### src/rtl/uart_tx_arbiter.sv
// uart_tx_arbiter: round-robin owner selection for one shared UART TX engine.
// A requester is chosen in IDLE, its byte is latched and a single-cycle
// tx_start is issued once the engine is free; ownership is held until the
// engine reports tx_done.
// Optional build macro: UART_TX_TIMEOUT_EN adds a WAIT-state watchdog that
// aborts a frame after TIMEOUT_CYC cycles without tx_done.
module uart_tx_arbiter #(
    parameter  int NUM_REQ     = 4,
    parameter  int DATA_W      = 8,
    parameter  int TIMEOUT_CYC = 2048,
    localparam int ID_W        = $clog2(NUM_REQ)
) (
    input  logic                      clk,
    input  logic                      reset,
    input  logic [NUM_REQ-1:0]        req,
    input  logic [NUM_REQ*DATA_W-1:0] req_data,
    output logic [NUM_REQ-1:0]        grant,
    output logic                      tx_start,
    output logic [DATA_W-1:0]         tx_data,
    input  logic                      tx_busy,
    input  logic                      tx_done,
    output logic [ID_W-1:0]           owner,
    output logic                      active,
    output logic                      timeout_err
);

    typedef enum logic [1:0] {IDLE, START, WAIT} state_t;

    state_t              state, state_nxt;
    logic [ID_W-1:0]     ptr, ptr_nxt;
    logic [ID_W-1:0]     pick;
    logic                any_req;
    logic                expire;

    logic [NUM_REQ-1:0]  grant_nxt;
    logic                tx_start_nxt;
    logic [DATA_W-1:0]   tx_data_nxt;
    logic [ID_W-1:0]     owner_nxt;
    logic                active_nxt;
    logic                timeout_nxt;

    // Unpack the flat byte bus so the selected byte can be indexed directly.
    logic [DATA_W-1:0]   req_byte [NUM_REQ];

    for (genvar g = 0; g < NUM_REQ; g++) begin : g_unpack
        assign req_byte[g] = req_data[g*DATA_W +: DATA_W];
    end

    // Round-robin search starting just after ptr; scanning from the farthest
    // candidate back toward ptr+1 lets the nearest set request win last.
    always_comb begin
        logic [ID_W-1:0] idx;
        pick    = '0;
        any_req = 1'b0;
        idx     = '0;
        for (int i = NUM_REQ; i >= 1; i--) begin
            idx = ID_W'((int'(ptr) + i) % NUM_REQ);
            if (req[idx]) begin
                pick    = idx;
                any_req = 1'b1;
            end
        end
    end

`ifdef UART_TX_TIMEOUT_EN
    localparam int CNT_W = (TIMEOUT_CYC > 2) ? $clog2(TIMEOUT_CYC) : 1;

    logic [CNT_W-1:0] wait_cnt;

    // Watchdog counts WAIT cycles; it sits at zero outside WAIT so it is
    // already clear on WAIT entry.
    always_ff @(posedge clk or negedge reset) begin
        if (!reset)
            wait_cnt <= '0;
        else if (state != WAIT)
            wait_cnt <= '0;
        else
            wait_cnt <= wait_cnt + 1'b1;
    end

    // A same-cycle tx_done wins over expiry, so no error is raised then.
    assign expire = (state == WAIT) && !tx_done &&
                    (wait_cnt == CNT_W'(TIMEOUT_CYC - 1));
`else
    assign expire = 1'b0;
`endif

    // State register.
    always_ff @(posedge clk or negedge reset) begin
        if (!reset)
            state <= IDLE;
        else
            state <= state_nxt;
    end

    // Next-state logic; only IDLE looks at req, only WAIT looks at tx_done.
    always_comb begin
        state_nxt = state;
        case (state)
            IDLE:    if (any_req)           state_nxt = START;
            START:   if (!tx_busy)          state_nxt = WAIT;
            WAIT:    if (tx_done || expire) state_nxt = IDLE;
            default:                        state_nxt = IDLE;
        endcase
    end

    // Output logic: computes the values the output registers load next edge.
    always_comb begin
        grant_nxt    = '0;
        tx_start_nxt = 1'b0;
        tx_data_nxt  = tx_data;
        owner_nxt    = owner;
        timeout_nxt  = expire;
        ptr_nxt      = ptr;
        case (state)
            IDLE: begin
                if (any_req) begin
                    grant_nxt[pick] = 1'b1;
                    tx_data_nxt     = req_byte[pick];
                    owner_nxt       = pick;
                end
            end
            START:   tx_start_nxt = !tx_busy;
            // The finished (or stalled) owner becomes the lowest priority.
            WAIT:    if (tx_done || expire) ptr_nxt = owner;
            default: ;
        endcase
        active_nxt = (state_nxt != IDLE);
    end

    // Output and priority-pointer registers; ptr resets so requester 0 leads.
    always_ff @(posedge clk or negedge reset) begin
        if (!reset) begin
            grant       <= '0;
            tx_start    <= 1'b0;
            tx_data     <= '0;
            owner       <= '0;
            active      <= 1'b0;
            timeout_err <= 1'b0;
            ptr         <= ID_W'(NUM_REQ - 1);
        end else begin
            grant       <= grant_nxt;
            tx_start    <= tx_start_nxt;
            tx_data     <= tx_data_nxt;
            owner       <= owner_nxt;
            active      <= active_nxt;
            timeout_err <= timeout_nxt;
            ptr         <= ptr_nxt;
        end
    end

endmodule

### config.mk
export PLATFORM = sky130hd
export DESIGN_NAME = uart_tx_arbiter
export DESIGN_NICKNAME = d
export VERILOG_FILES = /design/src/rtl/uart_tx_arbiter.sv
export SDC_FILE = /design/constraint.sdc
export NUM_CORES = 1
export LEC_CHECK = 0
export CELL_PAD_IN_SITES_DETAIL_PLACEMENT = 0
export CELL_PAD_IN_SITES_GLOBAL_PLACEMENT = 1
export CORE_MARGIN = 8
export CORE_UTILIZATION = 31
export CTS_CLUSTER_SIZE = 14
export DETAILED_ROUTE_END_ITERATION = 10
export GPL_TIMING_DRIVEN = 0
export PLACE_DENSITY = 0.83
export SLEW_MARGIN = 25
export SYNTH_ARGS = -nofsm -noshare
export SYNTH_HDL_FRONTEND = slang
export SYNTH_SLANG_ARGS = --single-unit
export TNS_END_PERCENT = 20
### constraint.sdc
create_clock -name clk -period 2.63 [get_ports clk]
set_input_delay 0.3945 -clock clk [delete_from_list [all_inputs] [get_ports clk]]
set_output_delay 0.3945 -clock clk [all_outputs]
set_load 0.02 [all_outputs]
# Word-level counts from Yosys, hierarchy flattened
# Index checks and enable logic that the tools add are counted.
[op_classes]
n_addsub = 4
mul = 0
div = 0
order_cmp = 7
n_eq_ne = 2
n_shift = 0
muxes = 28
n_bitwise = 1
n_reduce_logical = 6
[ops]
columns = ["op", "n"]
rows = [
  ["binary-select mux 8 bit (select 2 bit)", 1],
  ["2-to-1 mux 8 bit", 2],
  ["less-than comparator 2 x 3 -> 1 bit (second input constant)", 5],
  ["2-to-1 mux 2 bit", 7],
  ["2-to-1 mux 1 bit", 10],
  ["binary-select mux 1 bit (select 2 bit)", 4],
  ["2-to-1 mux 4 bit", 2],
  ["case mux 2 bit (3 select lines)", 1],
  ["adder 2 x 1 -> 2 bit (second input constant)", 2],
  ["adder 2 bit (second input constant)", 2],
  ["AND reduction 2 bit", 2],
  [">= comparator 3 bit (second input constant)", 1],
  ["inverter 2 -> 3 bit", 1],
  ["demux 1 bit (select 2 bit)", 1],
  ["== test 2 x 1 -> 1 bit (second input constant)", 1],
  ["== test 2 bit (second input constant)", 1],
  [">= comparator 2 x 1 -> 1 bit (second input constant)", 1],
  ["logical NOT 2 bit", 1],
  ["nonzero test 2 bit", 1],
  ["logical AND 1 bit", 1],
  ["logical NOT 1 bit", 1],
]
[totals]
regBits = 20
latch_bits = 0
ram_bits = 0
romBits = 0
in_bits = 40
out_inout_bits = 17
elab_cells = 55
mem_count = 0

# Longest topological paths before layout
# Gate-level depths: netlist (run 1).
[depth]
word_depth = 13
depth_mapped = 6
ltp_nobuf = 5

# Least setup slack after synthesis (run 1)
# Ideal clock, no wire load.
[synth_timing]
path_type = "register to register"
start = "register ptr[1]"
end = "register tx_data[2]"
setup_ps = 135
t_arrival_ps = 1570
path_slack_ps = 926
path_stages_with_launch = 7
path_buffers = 1
synth_period_minus_slack_ps = 1704
path_cell_list = "dfstp_2 -> mux2i_1 -> o21a_1 -> nand2_2 -> buf_6 -> a221oi_1 -> a211oi_1"
[synth_via]
elab_chain_len = 11
[synth_rtl]
columns = ["item", "line", "text"]
rows = [
  ["from (decl)", "30", "logic [ID_W-1:0] ptr, ptr_nxt;"],
  ["from (signal assigned)", "140", "ptr <= ID_W'(NUM_REQ - 1);"],
  ["from (signal assigned)", "148", "ptr <= ptr_nxt;"],
  ["adder 2 x 1 -> 2 bit", "57", "idx = ID_W'((int'(ptr) + i) % NUM_REQ);"],
  ["binary-select mux 1 bit (select 2 bit)", "58", "if (req[idx]) begin"],
  ["2-to-1 mux 1 bit (implied by the code)", "58", ""],
  ["2-to-1 mux 2 bit (4 in series)", "58", ""],
  ["inverter 2 -> 3 bit (implied by the code)", "119", "tx_data_nxt = req_byte[pick];"],
  ["binary-select mux 8 bit (select 2 bit)", "119", ""],
  ["2-to-1 mux 8 bit (implied by the code) (2 in series)", "119", ""],
  ["to (signal assigned)", "144", "tx_data <= tx_data_nxt;"],
  ["to (decl)", "19", "output logic [DATA_W-1:0] tx_data,"],
]
# Several ways; a longest one is shown, not always the timed one. The select of a mux whose other input is x is not followed.
# A chain may end at the register's enable or synchronous reset.

# Worst setup path after layout (run 1)
[layout_timing]
start = "input req[1]"
end = "register tx_data[4]"
[layout_via]
elab_chain_len = 10
[layout_rtl]
columns = ["item", "line", "text"]
rows = [
  ["from (decl)", "15", "input logic [NUM_REQ-1:0] req,"],
  ["binary-select mux 1 bit (select 2 bit)", "58", ""],
  ["2-to-1 mux 1 bit (implied by the code)", "58", ""],
  ["2-to-1 mux 2 bit (4 in series)", "58", ""],
  ["inverter 2 -> 3 bit (implied by the code)", "119", ""],
  ["binary-select mux 8 bit (select 2 bit)", "119", ""],
  ["2-to-1 mux 8 bit (implied by the code) (2 in series)", "119", ""],
]
# Several ways; a longest one is shown, not always the timed one. The select of a mux whose other input is x is not followed.

==> results of run 1 <==
==> cells in the mapped netlist (2+ instances only) <==
| master | n | area [um2] |
|---|---|---|
| sky130_fd_sc_hd__nor4b_1 | 3 | 26.28 |
| sky130_fd_sc_hd__dfstp_2 | 2 | 52.55 |
| sky130_fd_sc_hd__a21oi_1 | 2 | 10.01 |
| sky130_fd_sc_hd__nor2_1 | 17 | 63.81 |
| sky130_fd_sc_hd__a2111oi_1 | 3 | 30.03 |
| sky130_fd_sc_hd__nand2b_1 | 2 | 12.51 |
| sky130_fd_sc_hd__inv_1 | 2 | 7.510 |
| sky130_fd_sc_hd__nand2_1 | 6 | 22.52 |
| sky130_fd_sc_hd__nor3_1 | 2 | 10.01 |
| sky130_fd_sc_hd__a211oi_1 | 8 | 60.06 |
| sky130_fd_sc_hd__nand3_1 | 2 | 10.01 |
| sky130_fd_sc_hd__a21o_1 | 2 | 15.01 |
| sky130_fd_sc_hd__dfrtp_1 | 18 | 450.4 |
| sky130_fd_sc_hd__a221oi_1 | 4 | 35.03 |
| sky130_fd_sc_hd__o21ai_0 | 2 | 10.01 |
| sky130_fd_sc_hd__mux2i_1 | 8 | 80.08 |
==> metrics by stage <==
step	utilization [%]	hold WS [ps]	instance area (um2)	setup slack [ps]
after detailed placement	50.83	525.5	1723	231.5
after global routing	52.38	558.7	1775	390.5
after global placement	50.83	512.0	1723	221.2
final	52.38	545.6	1775	568.2
after CTS	52.38	545.1	1775	555.4
after floorplan	-	98.91	1115	925.5
==> path summary, 6_finish.rpt <==
| kind | startpoint | end | slack [ps] |
|---|---|---|---|
| worst max-delay path | req[1] | tx_data[4] | 570 |
| worst min-delay path | ptr[1] | ptr[1] | 550 |
| worst max register to register | ptr[1] | tx_data[2] | 700 |
| worst min register to register | ptr[1] | ptr[1] | 550 |
| max in group asynchronous | reset | tx_start | 1490 |
| min in group asynchronous | reset | grant[2] | 580 |
==> final cells by class <==
class | instances | area share (%)
Buffer | 3 | 1.269
Clock buffer | 3 | 1.269
Clock inverter | 1 | 1.691
Inverter | 2 | 0.4228
Multi-Input combinational cell | 84 | 32.77
Sequential cell | 20 | 28.33
Tap cell | 46 | 3.242
Timing Repair Buffer | 55 | 31.01
==> flip-flops by register name (all words and copies together), names as in the netlist <==
register  count
active        1
grant         4
owner         2
ptr           2
state         2
tx_data       8
tx_start      1
==> power groups by stage <==
stage               Combinational (W)  Sequential, W  Clock [W]
CTS                          0.000947       0.000547   0.000262
floorplan                    0.000429       0.000668          0
global placement             0.000936       0.000544          0
finish                       0.000935       0.000546   0.000254
global route                  0.00102       0.000565   0.000274
detailed placement           0.000941       0.000554          0
==> cells by family (layout without fill, tap and decap cells) <==
logic type,after synthesis,after routing
AND/OR/NAND/NOR,43,43
multiplexers,10,10
buffers and inverters,5,64
flip-flops,20,20
AO/OA/AOI/OAI,30,30
other,1,1
==> cell usage in the layout (no fill, tap or decap), drive strengths merged <==
| cell type | netlist | layout |
|---|---|---|
| a2111oi | 3 | 3 |
| a211oi | 8 | 8 |
| a21boi | 3 | 3 |
| a21o | 2 | 2 |
| a21oi | 3 | 3 |
| a221oi | 4 | 4 |
| and2 | 1 | 1 |
| buf | 2 | 2 |
| bufinv | 0 | 1 |
| clkbuf | 1 | 4 |
| clkdlybuf4s50 | 0 | 55 |
| conb | 1 | 1 |
| dfrtp | 18 | 18 |
| dfstp | 2 | 2 |
| inv | 2 | 2 |
| mux2 | 2 | 2 |
| mux2i | 8 | 8 |
| nand2 | 7 | 7 |
| nand2b | 2 | 2 |
| nand3 | 2 | 2 |
| nand3b | 1 | 1 |
| nor2 | 17 | 17 |
| nor2b | 1 | 1 |
| nor3 | 3 | 3 |
| nor3b | 1 | 1 |
| nor4 | 1 | 1 |
| nor4b | 3 | 3 |
| o21a | 1 | 1 |
| o21ai | 3 | 3 |
| o21bai | 1 | 1 |
| o221a | 1 | 1 |
| o31ai | 1 | 1 |
| or2 | 1 | 1 |
| or3 | 2 | 2 |
| or3b | 1 | 1 |
==> metal layers <==
| layer | track usage (%) | wire (um) | part of all wire, % | up-vias |
|---|---|---|---|---|
| met1 | 15.93 | 1703 | 50 | 483 |
| li1 | - | - | - | 528 |
| met2 | 17.91 | 1505 | 44 | 43 |
| met3 | 3.184 | 211 | 6.1 | 2 |
| met5 | 0 | 0 | 0 | - |
| met4 | 2.549 | 11 | 0.32 | 0 |
==> worst reg2reg max path, stage by stage, from the launching register on <==
cell                       delay, ps
sky130_fd_sc_hd__dfstp_2         620
sky130_fd_sc_hd__mux2i_1         240
sky130_fd_sc_hd__o21a_1          240
sky130_fd_sc_hd__nand2_2         140
sky130_fd_sc_hd__buf_6           190
sky130_fd_sc_hd__a221oi_1        310
sky130_fd_sc_hd__a211oi_1         80
==> metrics.sh, run 1 <==
TIMING.SETUP.TNS_PS=0
ANTENNA_VIOLATING_NETS_POST_ROUTE=0
HOLD_PATH_CLASS='reg -> reg'
TIGHTEST_SLEW_PS=909.0
PORTION_OF_THE_CLOCK_CYCLE_CONSUMED_BY_THE_WORST_PATH_IN_THE_FINAL_LAYOUT_PCT=78.40
DETAIL_ROUTE.DRC_VIOLATIONS=0
WORSTSETUPSTARTPOINTTYPE='primary input'
FINALCLOCKSKEW_PS=3.960
SYNTH_TOP_FAMILY_BY_AREA='compound AO/OA/AOI/OAI gates'
FINAL_HOLD_VIOL_COUNT=0
CORE_REGION_UM2=3390
IO_PINS=57
CRITICAL_PATH_BUF_INV_COUNT=2
CLOCK.FMAX_MHz=485.0
SYN-NUM-NETS=149
CLOCK_TREE_FROM_TRITONCTS='built'
SYNTHESIS.AREA_PER_INSTANCE_UM2=10.23
CP_CELL_SEQUENCE='clkdlybuf4s50_1 > nor4_1 > nor3_1 > clkbuf_1 > nand2_1 > o221a_1'
TOTAL_SWITCHING_POWER_W=0.0006820
MULTI_INPUT_COMB_AREA_UM2=581.8
ENDPOINT_KIND='flop'
FLOORPLAN.INITIALDENSITY_PCT=32.89
CPMAXSTAGEDELAYCELL='sky130_fd_sc_hd__clkdlybuf4s50_1'
CRITPATHREQUIREDTIME_PS=2840
INSERTION_DELAY_PS=310
PLACE_CONGESTION=0.7803
POWER_W=0.001735
BUFFER_PORTS.INSERTED=55
CRITICAL_PATH.MAX_STAGE_DELAY_PS=590
ANTENNA_FOUND_INITIAL=0
RESULT_OF_THE_RUN='complete, no violations'
SYNTH-SEQ-AREA-SHARE_PCT=45.12
CTS_SINKS=20
FILL_CELL_TOTAL_OF_THE_FINISHED_LAYOUT=306
PATH_CLK_SLEW_PS=120
TIMING.CRITICAL_PATH.DEPTH=6
POST-PLACE-CELLS=210
DIE_W_UM=75.97
INSERTEDDIODECOUNT=0
GRT_FIRST_PASS_WIRELENGTH_UM=5754
VIAS=1056
SLEW-LIMIT-HEADROOM_PCT=39.21
LAYOUT.NETS=209
SHARE_CLK_OF_TOTAL_POWER_PCT=14.7
YOSYSUNIQUECELLTYPES=42
DRIVE_ABOVE_1_SHARE_PCT=10.71
SETUP_VIOL_COUNT_FINAL=0
COMPOUND_CELL_AREA_SHARE_OF_THE_YOSYS_NETLIST_PCT=21.77
POST_CTS_GATE_RESIZE_COUNT=0
COMB_POWER_SHARE_PCT=53.9
DRT-VIAS-PER-INSTANCE=4.935
RR_WORST_DEPTH=6
TIMING_WORST_SETUP_PATH_TYPE='in -> reg'
PATH_DELAY_FAMILY='buffers and inverters'
GRT_PASS1_VIAS=1134
GRT_USAGE_PCT=11.74
GRT_MAX_DEGREE=21
CTS-BUFFERS-INSERTED=3
DRT_ITER0_MARKERS=47
IR_DROP_mV=0.4757
SEQ_POWER_SHARE_PCT=31.4
SYNTHFLOPTYPE='sky130_fd_sc_hd__dfrtp_1'
CP.ARRIVAL_PS=2270
SYNTHSIMPLEGATEAREAFRAC_PCT=20.88
DIE_H_UM=75.97
PWR_DENSITY_CELL_nW_PER_UM2=977.2
DRT_PASS1_ITERATIONS=4
SYN_AREA_UM2=1115
ASYNC_FLOP_SHARE_PCT=100.0
DIEAREA_UM2=5771
STATIC-LEAKAGE-POWER_nW=0.7165
WIRELENGTH_UM=3431
SYNTH_SEQ_CELLS=20
SYNTHMUXAREASHARE_PCT=9.203
CTS-HTREE-LEVELS=1
SYNTHADDERAREAFRAC_PCT=0
INSTANCES_NO_FILL=214
FF_LATCH_AREA_UM2=503.0
DP.FINAL_HPWL_UM=2755
SYNTHESIS_WARNINGS=0
PLACEMENT_ROWS=21
MAXCAPVIOLCOUNT=0
GRT_OVERFLOW=0
SYNTH_XOR_XNOR_AREA_SHARE_PCT=0
CLOCKROOTBUFFER='sky130_fd_sc_hd__clkbuf_4'
FINALWORSTPATHREQUIREDPERIOD_PS=2062
CRIT_FANOUT=10
FINALMAXSLEWVIOLATIONS=0
SYN2LAYOUT_AREA_GROWTH_PCT=59.26
HOLDBUFCOUNTCTS=0
GRT_SETUP_UNREPAIRED='false'
SYNTH_EDF_COUNT=0
GATE_COUNT_POST_SYNTH=109
CTS-ROOT-TO-SINK-BUFFERS=2
MIN_DELAY_PATH_DEPTH=2
POST-CTS-SETUP-BUFFERS=0
POST_DRT_WL_PER_CELL_UM=16.03
P_INT_W=0.001053
NETSWITCHINGFRACTION_PCT=39.31
(Power assumes the default switching activity.)
==> run 2, diff against run 1 <==
- CORE_UTILIZATION: 31 -> 26
- PLACE_DENSITY: 0.83 -> 0.74
- clock period: 2.63 -> 1.8 ns (I/O delays scaled with it)
==> run 2 against run 1 <==
Sequential power grew 47%. Sequential share of layout area shrank 4.1 points. Flip-flop and latch count is the same. Largest cell class unchanged.
==> metrics.sh, run 2 (synthesis gave the netlist of run 1 again) <==
RESULT_OF_THE_RUN='complete, no violations'
TOTAL_SWITCHING_POWER_W=0.001188  # +74%
CTS_SINKS=20  # unchanged
CLOCK_TREE_FROM_TRITONCTS='built'
FLOORPLAN.INITIALDENSITY_PCT=26.33  # -6.6 points
GRT_OVERFLOW=0  # unchanged
CPMAXSTAGEDELAYCELL='sky130_fd_sc_hd__dfstp_2'
ANTENNA_FOUND_INITIAL=0  # unchanged
CTS-ROOT-TO-SINK-BUFFERS=2  # unchanged
CP-STARTPOINT='ptr[0]'
PLACE_CONGESTION=0.7264  # -6.9%
PORTION_OF_THE_CLOCK_CYCLE_CONSUMED_BY_THE_WORST_PATH_IN_THE_FINAL_LAYOUT_PCT=98.26
INSERTEDDIODECOUNT=0  # unchanged
GRT_USAGE_PCT=10.82  # -0.93 points
SHARE_CLK_OF_TOTAL_POWER_PCT=14.7  # about the same
NETSWITCHINGFRACTION_PCT=38.96  # -0.35 points
CTS-BUFFERS-INSERTED=3  # unchanged
DRT_PASS1_ITERATIONS=4  # unchanged
PWR_DENSITY_CELL_nW_PER_UM2=1470  # +50%
FINISH.INSTANCE_AREA_UM2=2074  # +17%
BUFFER_PORTS.INSERTED=55  # unchanged
LAYOUT_TOP_REGISTERS='tx_data (8), grant (4)'
POST_DRT_WL_PER_CELL_UM=15.67  # -2.3%
TIGHTEST_SLEW_PS=889.6  # -19.37 ps
SLEW-LIMIT-HEADROOM_PCT=40.51  # +1.3 points
DIE_H_UM=81.48  # +7.3%
CTS-HTREE-LEVELS=1  # unchanged
WORSTSETUPSTARTPOINTTYPE='flop'
PLACEMENT_ROWS=24  # +14%
ANTENNA_VIOLATING_NETS_POST_ROUTE=0  # unchanged
PATH_CLK_SLEW_PS=80  # -40 ps
RR_WORST_DEPTH=5  # -1
CRITICAL_PATH.MAX_STAGE_DELAY_PS=560  # -30 ps
VIAS=1121  # +6.2%
DRT_ITER0_MARKERS=26  # -45%
MAXCAPVIOLCOUNT=0  # unchanged
CRITICAL_PATH_BUF_INV_COUNT=0  # -2
SEQ_POWER_SHARE_PCT=26.4  # -5.0 points
FINALWORSTPATHREQUIREDPERIOD_PS=1769
LAYOUT.NETS=221  # +5.7%
CLOCK.FMAX_MHz=565.4
FINALMAXSLEWVIOLATIONS=0  # unchanged
SYN2LAYOUT_AREA_GROWTH_PCT=86.08
FINALCLOCKSKEW_PS=6.949  # +2.990 ps
GRT_FIRST_PASS_WIRELENGTH_UM=5658  # -1.7%
CRITPATHREQUIREDTIME_PS=1930  # -910 ps
LARGEST_REGISTER_FF_COUNT=8  # unchanged
WIRELENGTH_UM=3635  # +5.9%
DRT-VIAS-PER-INSTANCE=4.832  # -2.1%
CRIT_FANOUT=6  # -4
DP.FINAL_HPWL_UM=2774  # +0.68%
CP.ARRIVAL_PS=1900  # -370 ps
INSTANCES_NO_FILL=232  # +8.4%
TIMING_WORST_SETUP_PATH_TYPE='reg -> reg'
IR_DROP_mV=0.7056  # +48%
COMB_POWER_SHARE_PCT=58.9  # +5.0 points
GRT_SETUP_UNREPAIRED='true'
REGISTERS.TOP_BY_FF_COUNT='tx_data'
GRT_MAX_DEGREE=21  # unchanged
TIMING.HOLD.WS_PS=510.3  # -35.28 ps
TIMING.CRITICAL_PATH.DEPTH=5  # -1
PATH_DELAY_FAMILY='simple AND/OR/NAND/NOR gates'
CP_CELL_SEQUENCE='nand2b_4 > a21oi_4 > or3_4 > a2111oi_4 > a211oi_2'
SETUP_VIOL_COUNT_FINAL=0  # unchanged
FINAL_HOLD_VIOL_COUNT=0  # unchanged
FF2FF_SETUP_SLACK_PS=30  # -670 ps
STATIC-LEAKAGE-POWER_nW=0.8265  # +15%
DIEAREA_UM2=6639  # +15%
POST-PLACE-CELLS=216  # +2.9%
IO_PINS=57  # unchanged
CORE_REGION_UM2=4234  # +25%
INSERTION_DELAY_PS=260  # -50 ps
HOLD_PATH_CLASS='in -> async'
COMMONEST_NON_FILL_NON_TAP_CELLS_IN_THE_LAYOUT='sky130_fd_sc_hd__clkdlybuf4s50_1 (52), sky130_fd_sc_hd__dfrtp_1 (18), sky130_fd_sc_hd__nor2_1 (16), sky130_fd_sc_hd__buf_4 (11), sky130_fd_sc_hd__mux2i_1 (7)'
LAYOUT.CELLS.MOST_COMMON='sky130_fd_sc_hd__clkdlybuf4s50_1'
DRIVE_ABOVE_1_SHARE_PCT=26.67  # +16 points
CLOCKROOTBUFFER='sky130_fd_sc_hd__clkbuf_8'
DETAIL_ROUTE.DRC_VIOLATIONS=0  # unchanged
P_INT_W=0.001862  # +77%
ENDPOINT_KIND='flop'
HOLDBUFCOUNTCTS=0  # unchanged
PLACED_CELL_AREA_UM2=1730  # +0.44%
DIE_W_UM=81.48  # +7.3%
FINAL_CORE_OCC_PCT=49.00  # -3.4 points
RR_STARTPOINT='ptr[0]'
GRT_PASS1_VIAS=1194  # +5.3%
run 2: cell types whose count changed in the layout (fill, tap and decap cells not counted), sizes merged:
cell / delta
clkbuf: -1
buf: +13
clkdlybuf4s50: -3
dlygate4sd2: +3
run 2: power by group through the flow:
stage	Sequential, W	Clock [W]	Combinational (W)
detailed placement	0.000811	0	0.00138
CTS	0.000804	0.000455	0.00150
floorplan	0.000976	0	0.000626
global route	0.000839	0.000483	0.00194
finish	0.000805	0.000449	0.00180
global placement	0.000802	0	0.00137
run 2: cell type report:
| type | instances | area (um2) |
|---|---|---|
| well taps | 52 | 65.06 |
| plain buffers | 3 | 32.53 |
| clock inverters | 1 | 30.03 |
| flip-flops and latches | 20 | 503.0 |
| inverters | 2 | 7.507 |
| fillers | 387 | 2160 |
| multi-input cells | 84 | 750.7 |
| clock buffers | 3 | 41.29 |
| repair buffers | 67 | 644.4 |
run 2: path summary, 6_finish.rpt:
kind / endpoint
hold reg to reg: ptr[1]
min in group clk: ptr[1]
hold / removal: tx_data[6]
setup reg to reg: tx_data[0]
max in group asynchronous: owner[0]
setup / recovery: tx_data[0]
run 2: what timing repair did:
action                                  4_1_cts  5_1_grt
gates resized for setup                      16       20
pin swaps                                     4       10
endpoints found under the setup margin       10        8
buffers inserted                              4        8
hold endpoints to repair                      0        0
run 2: metrics by stage:
step	setup TNS, ps	power (W)	worst slack (ps)
after detailed placement	-4946	0.002187	-480.3
after global placement	-4580	0.002168	-447.7
after CTS	-9.643	0.002759	-5.135
final	0	0.003050	31.25
after floorplan	0	0.001602	95.53
after global routing	-172.2	0.003258	-47.11
run 2: routing by layer:
layer,part of all wire (%),vias to the layer above,track usage (%)
li1,-,547,-
met1,39,548,11.82
met2,54,24,19.73
met3,6.8,2,4.048
met4,0.36,0,1.607
met5,0,-,0
